===== config.mk =====
export PLATFORM = sky130hd
export DESIGN_NAME = sw_run_sequencer
export DESIGN_NICKNAME = d
export VERILOG_FILES = /design/src/rtl/sw_run_sequencer.sv
export SDC_FILE = /design/constraint.sdc
export NUM_CORES = 1
export LEC_CHECK = 0
export CORE_MARGIN = 10
export CORE_UTILIZATION = 50
export DETAILED_ROUTE_END_ITERATION = 6
export GPL_TIMING_DRIVEN = 0
export PLACE_DENSITY_LB_ADDON = 0.3
export SYNTH_ARGS = -nofsm -noshare
export SYNTH_HDL_FRONTEND = slang
export SYNTH_SLANG_ARGS = --single-unit

===== constraint.sdc =====
create_clock -name clk -period 2.72 [get_ports clk]
set_input_delay 0.408 -clock clk [delete_from_list [all_inputs] [get_ports clk]]
set_output_delay 0.408 -clock clk [all_outputs]
set_load 0.02 [all_outputs]

===== src/rtl/sw_run_sequencer.sv =====
// Sequences one or two aligner-core runs: optional set-t handshake, then per run
// load the score word, pulse start, capture the result and wait for the core to go idle.
module sw_run_sequencer #(
  parameter int unsigned RESULT_W = 16,
  parameter int unsigned TIMEOUT  = 50000000,
  parameter int unsigned CNT_W    = 26
) (
  input  logic                clk,
  input  logic                rst,
  input  logic                i_go,
  input  logic                i_skip_set,
  input  logic [15:0]         i_param0,
  input  logic [15:0]         i_param1,
  output logic                o_set_t,
  output logic                o_start_cal,
  output logic [3:0]          o_match,
  output logic [3:0]          o_mismatch,
  output logic [3:0]          o_minusAlpha,
  output logic [3:0]          o_minusBeta,
  input  logic                i_busy,
  input  logic                i_valid,
  input  logic [RESULT_W-1:0] i_result,
  output logic [RESULT_W-1:0] o_result0,
  output logic [RESULT_W-1:0] o_result1,
  output logic                o_seq_busy,
  output logic                o_done,
  output logic                o_error
);

  typedef enum logic [2:0] {
    StIdle, StSetT, StWaitSet, StLoad, StStart, StWaitValid, StWaitIdle, StDone
  } state_e;

  localparam logic [CNT_W-1:0] TimeoutLast = CNT_W'(TIMEOUT - 1);

  state_e              state_q, state_d;
  logic [CNT_W-1:0]    cnt_q, cnt_d;
  logic                run_q, run_d;
  logic [15:0]         param0_q, param0_d;
  logic [15:0]         param1_q, param1_d;
  logic [15:0]         score_q, score_d;
  logic [RESULT_W-1:0] result0_q, result0_d;
  logic [RESULT_W-1:0] result1_q, result1_d;
  logic                error_q, error_d;
  logic                timeout_hit;
  logic                in_wait;

  assign timeout_hit = (cnt_q == TimeoutLast);
  assign in_wait = (state_q == StWaitSet) || (state_q == StWaitValid) ||
                   (state_q == StWaitIdle);

  always_comb begin
    state_d   = state_q;
    run_d     = run_q;
    param0_d  = param0_q;
    param1_d  = param1_q;
    score_d   = score_q;
    result0_d = result0_q;
    result1_d = result1_q;
    error_d   = error_q;

    case (state_q)
      StIdle: begin
        if (i_go) begin
          param0_d = i_param0;
          param1_d = i_param1;
          error_d  = 1'b0;
          run_d    = 1'b0;
          state_d  = i_skip_set ? StLoad : StSetT;
        end
      end
      StSetT: state_d = StWaitSet;
      StWaitSet: begin
        // A zero count marks the first cycle here, where busy may not yet reflect set-t.
        if (timeout_hit) begin
          error_d = 1'b1;
          state_d = StDone;
        end else if ((cnt_q != '0) && !i_busy) begin
          state_d = StLoad;
        end
      end
      StLoad: begin
        score_d = run_q ? param1_q : param0_q;
        state_d = StStart;
      end
      StStart: state_d = StWaitValid;
      StWaitValid: begin
        if (timeout_hit) begin
          error_d = 1'b1;
          state_d = StDone;
        end else if (i_valid) begin
          if (run_q) result1_d = i_result;
          else       result0_d = i_result;
          state_d = StWaitIdle;
        end
      end
      StWaitIdle: begin
        if (timeout_hit) begin
          error_d = 1'b1;
          state_d = StDone;
        end else if (!i_busy) begin
          if (run_q) begin
            state_d = StDone;
          end else begin
            run_d   = 1'b1;
            state_d = StLoad;
          end
        end
      end
      StDone:  state_d = StIdle;
      default: state_d = StIdle;
    endcase

    if (state_d != state_q) cnt_d = '0;
    else if (in_wait)       cnt_d = cnt_q + CNT_W'(1);
    else                    cnt_d = cnt_q;
  end

  always_ff @(posedge clk) begin
    if (rst) begin
      state_q   <= StIdle;
      cnt_q     <= '0;
      run_q     <= 1'b0;
      param0_q  <= '0;
      param1_q  <= '0;
      score_q   <= '0;
      result0_q <= '0;
      result1_q <= '0;
      error_q   <= 1'b0;
    end else begin
      state_q   <= state_d;
      cnt_q     <= cnt_d;
      run_q     <= run_d;
      param0_q  <= param0_d;
      param1_q  <= param1_d;
      score_q   <= score_d;
      result0_q <= result0_d;
      result1_q <= result1_d;
      error_q   <= error_d;
    end
  end

  assign o_set_t      = (state_q == StSetT);
  assign o_start_cal  = (state_q == StStart);
  assign o_seq_busy   = (state_q != StIdle);
  assign o_done       = (state_q == StDone);
  assign o_error      = error_q;
  assign o_match      = score_q[15:12];
  assign o_mismatch   = score_q[11:8];
  assign o_minusAlpha = score_q[7:4];
  assign o_minusBeta  = score_q[3:0];
  assign o_result0    = result0_q;
  assign o_result1    = result1_q;

endmodule

# --- After elaboration in Yosys (flattened, before gate mapping) ---
# Index checks and enable logic that the tools add are counted.
word_totals:
  mem_count: 0
  latch_bits: 0
  elab_cells: 58
  romBits: 0
  input_bits: 54
  mem_bits_rw: 0
  out_inout_bits: 53
  reg_bits: 111
op_classes:
  add_sub_neg: 1
  eq_ne: 13
  n_reduce_logical: 16
  div: 0
  n_bitwise: 2
  n_mux: 17
  order_cmp: 0
  multipliers: 0
  shift: 0
ops:
  columns: ["cell", "n"]
  rows:
  - ["$add A26 B1 Y26 const B", 1]
  - ["$eq A26 B26 Y1 const B", 1]
  - ["$reduce_bool A26 Y1", 1]
  - ["$mux W3", 8]
  - ["$pmux W3 S8", 1]
  - ["$mux W16", 1]
  - ["$eq A3 B3 Y1 const B", 4]
  - ["$reduce_and A4 Y1", 3]
  - ["$eq A3 B2 Y1 const B", 2]
  - ["$ne A2 B2 Y1 const B", 3]
  - ["$mux W1", 4]
  - ["$pmux W1 S2", 2]
  - ["$reduce_bool A2 Y1", 2]
  - ["$eq A3 B1 Y1 const B", 1]
  - ["$logic_not A3 Y1", 1]
  - ["$ne A3 B3 Y1", 1]
  - ["$reduce_and A3 Y1", 1]
  - ["$reduce_bool A3 Y1", 1]
  - ["$reduce_or A3 Y1", 1]
  - ["$logic_or A1 B1 Y1", 2]
  - ["$mux W2", 1]
  - ["$ne A2 B1 Y1 const B", 1]
  - ["$not A1 Y1", 2]
  - ["$reduce_and A2 Y1", 1]
  - ["3 further kinds", 3]

# --- Longest topological paths before layout ---
# Gate-level depths: netlist of run 1.
logic_depth:
  ltp_word: 7
  depth_mapped: 9

# --- Worst setup path after synthesis of run 1 ---
# OpenSTA, ideal clock, no wires.
synth_timing:
  path_type: "reg2reg"
  start: "register cnt_q[0]"
  end: "register cnt_q[11]"
  setup_slack_ps: 773
  path_stages_with_launch: 9
  setup_time_ps: 73
  synth_period_minus_slack_ps: 1947
  path_buffers: 2
  arrival_ps: 1874
  path_cell_list: "dfxtp_1 -> ha_1 -> and4_4 -> and3_4 -> buf_6 -> a2111oi_4 -> o211ai_4 -> buf_6 -> nor3_4"
synth_via:
  elab_chain_cells: 7
  word_cells_on_any_way: 11
synth_lines:
  columns: ["element", "line_no", "text"]
  rows:
  - ["start: declaration", "37", "logic [CNT_W-1:0] cnt_q, cnt_d;"]
  - ["start signal: assignment", "132", "cnt_q <= cnt_d;"]
  - ["$reduce_bool A26 Y1", "78", "end else if ((cnt_q != '0) && !i_busy) begin"]
  - ["$logic_and A1 B1 Y1", "78", null]
  - ["$mux W3", "78", null]
  - ["$mux W3", "75", "if (timeout_hit) begin"]
  - ["$pmux W3 S8", "62", "case (state_q)"]
  - ["$ne A3 B3 Y1", "114", "if (state_d != state_q) cnt_d = '0;"]
  - ["$reduce_or A2 Y1 (no line)", null, null]
# Parallel ways exist; a longest one is shown, timed or not.
# A chain may end at the register's enable or synchronous reset.

# --- Final worst setup path of run 1 ---
layout_timing:
  start: "register state_q[0]"
  end: "output port o_set_t"
layout_via:
  elab_chain_cells: 1
layout_lines:
  columns: ["element", "line_no", "text"]
  rows:
  - ["start: declaration", "36", "state_e state_q, state_d;"]
  - ["start signal: assignment", "121", "state_q <= StIdle;"]
  - ["start signal: assignment", "131", "state_q <= state_d;"]
  - ["$eq A3 B1 Y1", "143", "assign o_set_t = (state_q == StSetT);"]
  - ["end: declaration", "14", "output logic o_set_t,"]
# No other way between the ends.

==> impl_metrics.yaml, run 1 <==
floorplanning:
  coreArea_um2: 9370
  start_util: 0.519
  die_y_um: 119
  io_pins: 107
  rows: 35
  dieArea_um2: 14100
  die_x_um: 119
detailed_routing:
  drt-initial-drc-count: 304
  wl_met3_um: 656
  wirelength_mm: 13.0
  antenna_left: 0
  vias_per_cell: 5.41
  met1_length_mm: 5.29
  via_count: 4201
  wl_per_cell_um: 16.8
  top_layer: "met4"
  drc: 0
  route.met2.wl_mm: 6.84
  drt_pass1_iterations: 5
cells_and_area:
  most-common-layout-cells: "111 x dfxtp_1, 105 x clkdlybuf4s50_1, 81 x nand2_1, 54 x nor2_1, 48 x mux2i_1"
  final_common_cell: "dfxtp_1"
  area_growth_syn_to_layout_pct: 29.0
  final_util: 0.670
  fin_nets: 699
  diodes: 0
  drive_above_1_share: 0.103
sta:
  slew_violations: 0
  tightest_slew_ps: 807
  max_freq_mhz: 418
  rsz0062_at_grt: "no"
  report.final.hold_viol_count: 0
  fin_ws_ps: 325
  final-setup-viol-count: 0
  maxSlewHeadroom: 0.462
  finalCriticalPeriod_ps: 2390
  tns_ps: 0
  fin_crit_sh: 0.880
  clock_skew_ps: 20.0
  hold_ws_ps: 459
critical_path:
  worstPathMaxFanout: 7
  path_class: "flop to output port"
  critical_path_arrival_ps: 1990
  startpoint: "state_q[0]"
  timing.rr.end: "cnt_q[25]"
  rr_startpoint: "cnt_q[0]"
  crit_path_end_kind: "output port"
  r2r_cells: 8
  crit_path_start_kind: "flop"
  reg2reg_slack_ps: 600
  crit_required_ps: 2310
clock_network:
  numCtsBuffers: 9
  ctsLongestPathBuffers: 2
  clockRootBuffer: "clkbuf_8"
  clk_latency_ps: 380
  clkTransAtPathRegs_ps: 100
  cts_hold_buf: 0
  cts_sinks: 111
  cts_setup_buffers: 0
  cts_tree: "yes"
  htree_levels: 3
  post_cts_resize_count: 0
synthesis:
  synth-main-ff-cell: "dfxtp_1"
  ys_seq_elements: 111
  synth.net_count: 583
  postSynth.asyncResetShare: 0
  synth_edf_count: 0
  ys_types: 50
  ys_warn_count: 0
  syn-cell-area_um2: 4870
  avgSynthCellArea_um2: 9.24
  syn_inst: 527
  ys_seq_area_frac: 0.456
min_path:
  min_from: "param0_q[7]"
  hold-path-endpoint: "param0_q[7]"
  min_path_cells: 2
  hold_path_class: "flop to flop"
power:
  p_sw_mw: 1.25
  power_leakage_nw: 2.20
  p_int_mw: 2.48
  p_seq_frac: 0.483
  powerDensity_nw_per_um2: 593
  clkPwrFrac: 0.255
  p_sw_frac: 0.335
  comb_power_share: 0.261
  vdd_ir_drop_max_v: 0.000420
grt:
  grt_max_degree: 22
  grt.overflow.total: 0
  grt_first_pass_wirelength_mm: 21.6
  track_usage: 0.183
  antenna_found_initial: 0
  grt_pass1_vias: 4411
status:
  status: "completed"
placed_design:
  io_buffers: 105
  gp_congestion: 0.921
  pre_cts_slack_ps: 417
  place_hpwl_mm: 10.0
job:
  drv_cap: 0
-- area by class of cell --
| cell class | instances | area, µm² |
|---|---|---|
| fill | 799 | 3090 |
| multi-input combinational | 374 | 2400 |
| sequential | 111 | 2220 |
| timing repair buffer | 105 | 1050 |
| buffer | 36 | 228 |
| tap | 129 | 161 |
| clock buffer | 9 | 124 |
| clock inverter | 7 | 76.3 |
| inverter | 6 | 22.5 |
-- logic make-up (layout without fill, tap and decap cells) --
kind of cell | Yosys count | after routing | share of synthesized area
compound gates | 77 | 77 | 0.107
buf+inv | 42 | 163 | 0.0514
flops | 111 | 111 | 0.456
simple gates | 222 | 222 | 0.236
xor+xnor | 25 | 25 | 0.0450
fa+ha+maj | 2 | 2 | 0.00514
mux | 48 | 48 | 0.0987
-- critical path, cell delays in order, from the launching register on --
cell,delay [ps]
dfxtp_1,470
inv_1,180
nor3_1,300
clkdlybuf4s50_1,680
-- metal layers --
layer  GRT usage  vias to the layer above
met4      0.0603                        0
met1       0.207                     1992
met5           0                        -
met2       0.331                      132
met3      0.0405                       18
li1            -                     2059
-- cells in the mapped netlist, types with 2 or more instances --
cell / instances / area, µm²
and3_1: 7 / 43.8
buf_6: 11 / 124
a21oi_1: 39 / 195
a21oi_4: 2 / 32.5
nor3_1: 15 / 75.1
xor2_1: 18 / 158
and3_2: 3 / 22.5
and4_1: 2 / 17.5
mux2i_1: 48 / 480
inv_1: 6 / 22.5
nor4_1: 6 / 37.5
nand4_1: 5 / 31.3
buf_2: 2 / 10.0
dfxtp_1: 111 / 2220
nor2_1: 54 / 203
xnor2_1: 7 / 61.3
o21ai_0: 4 / 20.0
a31oi_1: 4 / 25.0
clkbuf_1: 20 / 75.1
ha_1: 2 / 25.0
nor3_2: 20 / 200
and4_4: 4 / 45.0
buf_4: 2 / 15.0
a211oi_1: 16 / 120
or3_1: 2 / 12.5
nand2_1: 81 / 304
nand3_1: 13 / 65.1
-- sequential cells by signal (all words and copies together), names as in the netlist --
signal and cells:
param1_q 16, state_q 3, param0_q 16, o_error 1
o_result0 16, run_q 1, cnt_q 26, score_q 16
o_result1 16
-- stage by stage --
step	std cells	instance area, µm²	power (mW)
after floorplan	527	4870	2.46
after global placement	761	6080	2.78
after detailed placement	761	6080	2.81
after CTS	777	6280	3.76
after global routing	777	6280	3.91
final	777	6280	3.73
-- worst max path at each step --
stage	end	slack, ps	depth (start not counted)
finish	o_set_t	330	3
global route	o_set_t	240	3
CTS	o_set_t	350	3
detailed placement	o_result1[5]	420	6
global placement	o_result1[7]	450	6
floorplan	cnt_q[11]	770	8
-- power by group through the flow --
stage,logic (mW),registers [mW],clock network [mW]
after floorplan,0.604,1.86,0
after global placement,0.948,1.83,0
after detailed placement,0.974,1.84,0
after CTS,0.978,1.80,0.978
after global routing,1.07,1.81,1.03
final,0.974,1.80,0.952
(Power assumes the default switching activity.)
==> run 2, diff against run 1 <==
--- a/config.mk
+++ b/config.mk
@@ -5,8 +5,10 @@
 export SDC_FILE = /design/constraint.sdc
 export NUM_CORES = 1
 export LEC_CHECK = 0
+export ABC_AREA = 1
+export CAP_MARGIN = 15
 export CORE_MARGIN = 10
-export CORE_UTILIZATION = 50
+export CORE_UTILIZATION = 39
 export DETAILED_ROUTE_END_ITERATION = 6
 export GPL_TIMING_DRIVEN = 0
 export PLACE_DENSITY_LB_ADDON = 0.3
==> run 2 against run 1 <==
Clock power increased by 55%. Global-route usage decreased by 2.7 points. Synthesized area increased by 0.80%. Combinational power decreased by 16%. Final area increased by 3.8%. Non-clock buffer count decreased by 4. Core utilization decreased by 13 points. Maximum frequency decreased by 0.32%. Via count increased by 12%. Sequential power increased by 3%. Largest power group unchanged.
==> impl_metrics.yaml, run 2 <==
status:
  status: "completed"
clock_network:
  clkTransAtPathRegs_ps: 80
  post_cts_resize_count: 0
  cts_sinks: 111
  htree_levels: 3
  numCtsBuffers: 9
  clk_latency_ps: 350
  cts_setup_buffers: 0
  cts_tree: "yes"
  cts_hold_buf: 0
  clockRootBuffer: "clkbuf_16"
  ctsLongestPathBuffers: 2
synthesis:
  yosysTopAreaCell: "dfxtp_1"
  synth_top_area_frac: 0.453
  avgSynthCellArea_um2: 7.27
  ys_warn_count: 0
  ys_seq_elements: 111
  yosysMostFrequentCell: "nor2_1"
  postSynth.asyncResetShare: 0
  synth-main-ff-cell: "dfxtp_1"
  syn_inst: 675
  synthTopCellsByArea: "dfxtp_1 45%, nor2_1 8.6%, o21ai_0 8.2%"
  synth-simple-area-share: 0.264
  synth.net_count: 731
  synth_xor_area_frac: 0.0357
  syn-cell-area_um2: 4910
  synth_top_family_by_area: "simple AND/OR/NAND/NOR gates"
  ys_seq_area_frac: 0.453
  synth_compound_area_frac: 0.152
  synthAdderAreaFrac: 0.00510
  synth_commonest_cells: "113 x nor2_1, 111 x dfxtp_1, 106 x nand2_1, 80 x o21ai_0, 75 x inv_1"
  synth_edf_count: 0
  ys_types: 34
  muxShareOfSynthArea: 0
detailed_routing:
  drt-initial-drc-count: 383
  drc: 0
  vias_per_cell: 4.87
  drt_pass1_iterations: 5
  wirelength_mm: 14.0
  via_count: 4701
  antenna_left: 0
  wl_per_cell_um: 14.5
job:
  drv_cap: 0
sta:
  rsz0062_at_grt: "no"
  tns_ps: 0
  maxSlewHeadroom: 0.509
  finalCriticalPeriod_ps: 2400
  tightest_slew_ps: 734
  clock_skew_ps: 6.47
  slew_violations: 0
  max_freq_mhz: 416
  report.final.hold_viol_count: 0
  fin_crit_sh: 0.883
  final-setup-viol-count: 0
  hold_ws_ps: 447
critical_path:
  crit_path_end_kind: "flop"
  worstPathMaxFanout: 10
  crit_path_start_kind: "flop"
  crit_required_ps: 2970
  critical_path_arrival_ps: 2650
  path_class: "flop to flop"
cells_and_area:
  drive_above_1_share: 0.0790
  final_common_cell: "nor2_1"
  fin_nets: 848
  largest_register: "cnt_q"
  instances_no_fill: 965
  diodes: 0
  final_util: 0.536
  most-common-layout-cells: "113 x nor2_1, 111 x dfxtp_1, 106 x nand2_1, 106 x clkdlybuf4s50_1, 80 x o21ai_0"
  largest_reg_flops: 26
  area_growth_syn_to_layout_pct: 32.9
min_path:
  hold_path_class: "flop to flop"
floorplanning:
  die_x_um: 132
  coreArea_um2: 12200
  die_y_um: 132
  dieArea_um2: 17500
  start_util: 0.403
  rows: 40
  io_pins: 107
grt:
  antenna_found_initial: 0
  grt_max_degree: 21
  track_usage: 0.156
  grt.overflow.total: 0
  grt_first_pass_wirelength_mm: 23.0
  grt_pass1_vias: 4682
power:
  power_leakage_nw: 2.40
  powerDensity_nw_per_um2: 636
  vdd_ir_drop_max_v: 0.000328
placed_design:
  placed_cells: 949
  io_buffers: 106
  place_hpwl_mm: 10.9
  gp_congestion: 0.881
## run 2: cell type report
type / instances / area [µm²]
plain buffers: 31 / 141
clock buffers: 9 / 225
clock inverters: 7 / 116
fillers: 1189 / 5640
inverters: 81 / 305
multi-input cells: 452 / 2240
flip-flops and latches: 111 / 2220
well taps: 168 / 210
repair buffers: 106 / 1060
## run 2: through the flow
stage	area, µm²	worst slack [ps]	power (mW)
2_1_floorplan	4910	936	2.38
3_3_place_gp	6180	124	2.69
3_5_place_dp	6180	116	2.70
4_1_cts	6520	369	4.16
5_1_grt	6520	135	4.35
6_report	6520	318	4.15
## run 2: final timing paths
| check | from | to | slack, ps | cells after the start |
|---|---|---|---|---|
| max | state_q[2] | param0_q[10] | 320 | 7 |
| min reg2reg | o_result1[5] | o_result1[5] | 450 | 2 |
| min | o_result1[5] | o_result1[5] | 450 | 2 |
| max reg2reg | state_q[2] | param0_q[10] | 320 | 7 |
## run 2: cells by family after synthesis
family,after synthesis
compound gates,142
flops,111
buf+inv,112
fa+ha+maj,2
xor+xnor,20
simple gates,288
## run 2: metal layers
metal	GRT usage	up-vias	share of wire
met2	0.262	164	0.47
met3	0.0385	22	0.065
met1	0.191	2117	0.45
li1	-	2398	-
met5	0	-	0
met4	0.0507	0	0.017
## run 2: critical path, stage by stage (launching register included)
cell and delay [ps]:
dfxtp_1 370, inv_1 230, nand2_1 110, nor2_1 570, clkinv_1 480, clkbuf_1 300, nor2_1 190, nor2_1 60
## run 2: where the power goes
part           leakage, nW  internal, mW  switching [mW]  total (mW)
clock network        0.158         0.827           0.650        1.48
registers            0.902          1.77          0.0805        1.85
logic                 1.34         0.318           0.505       0.823
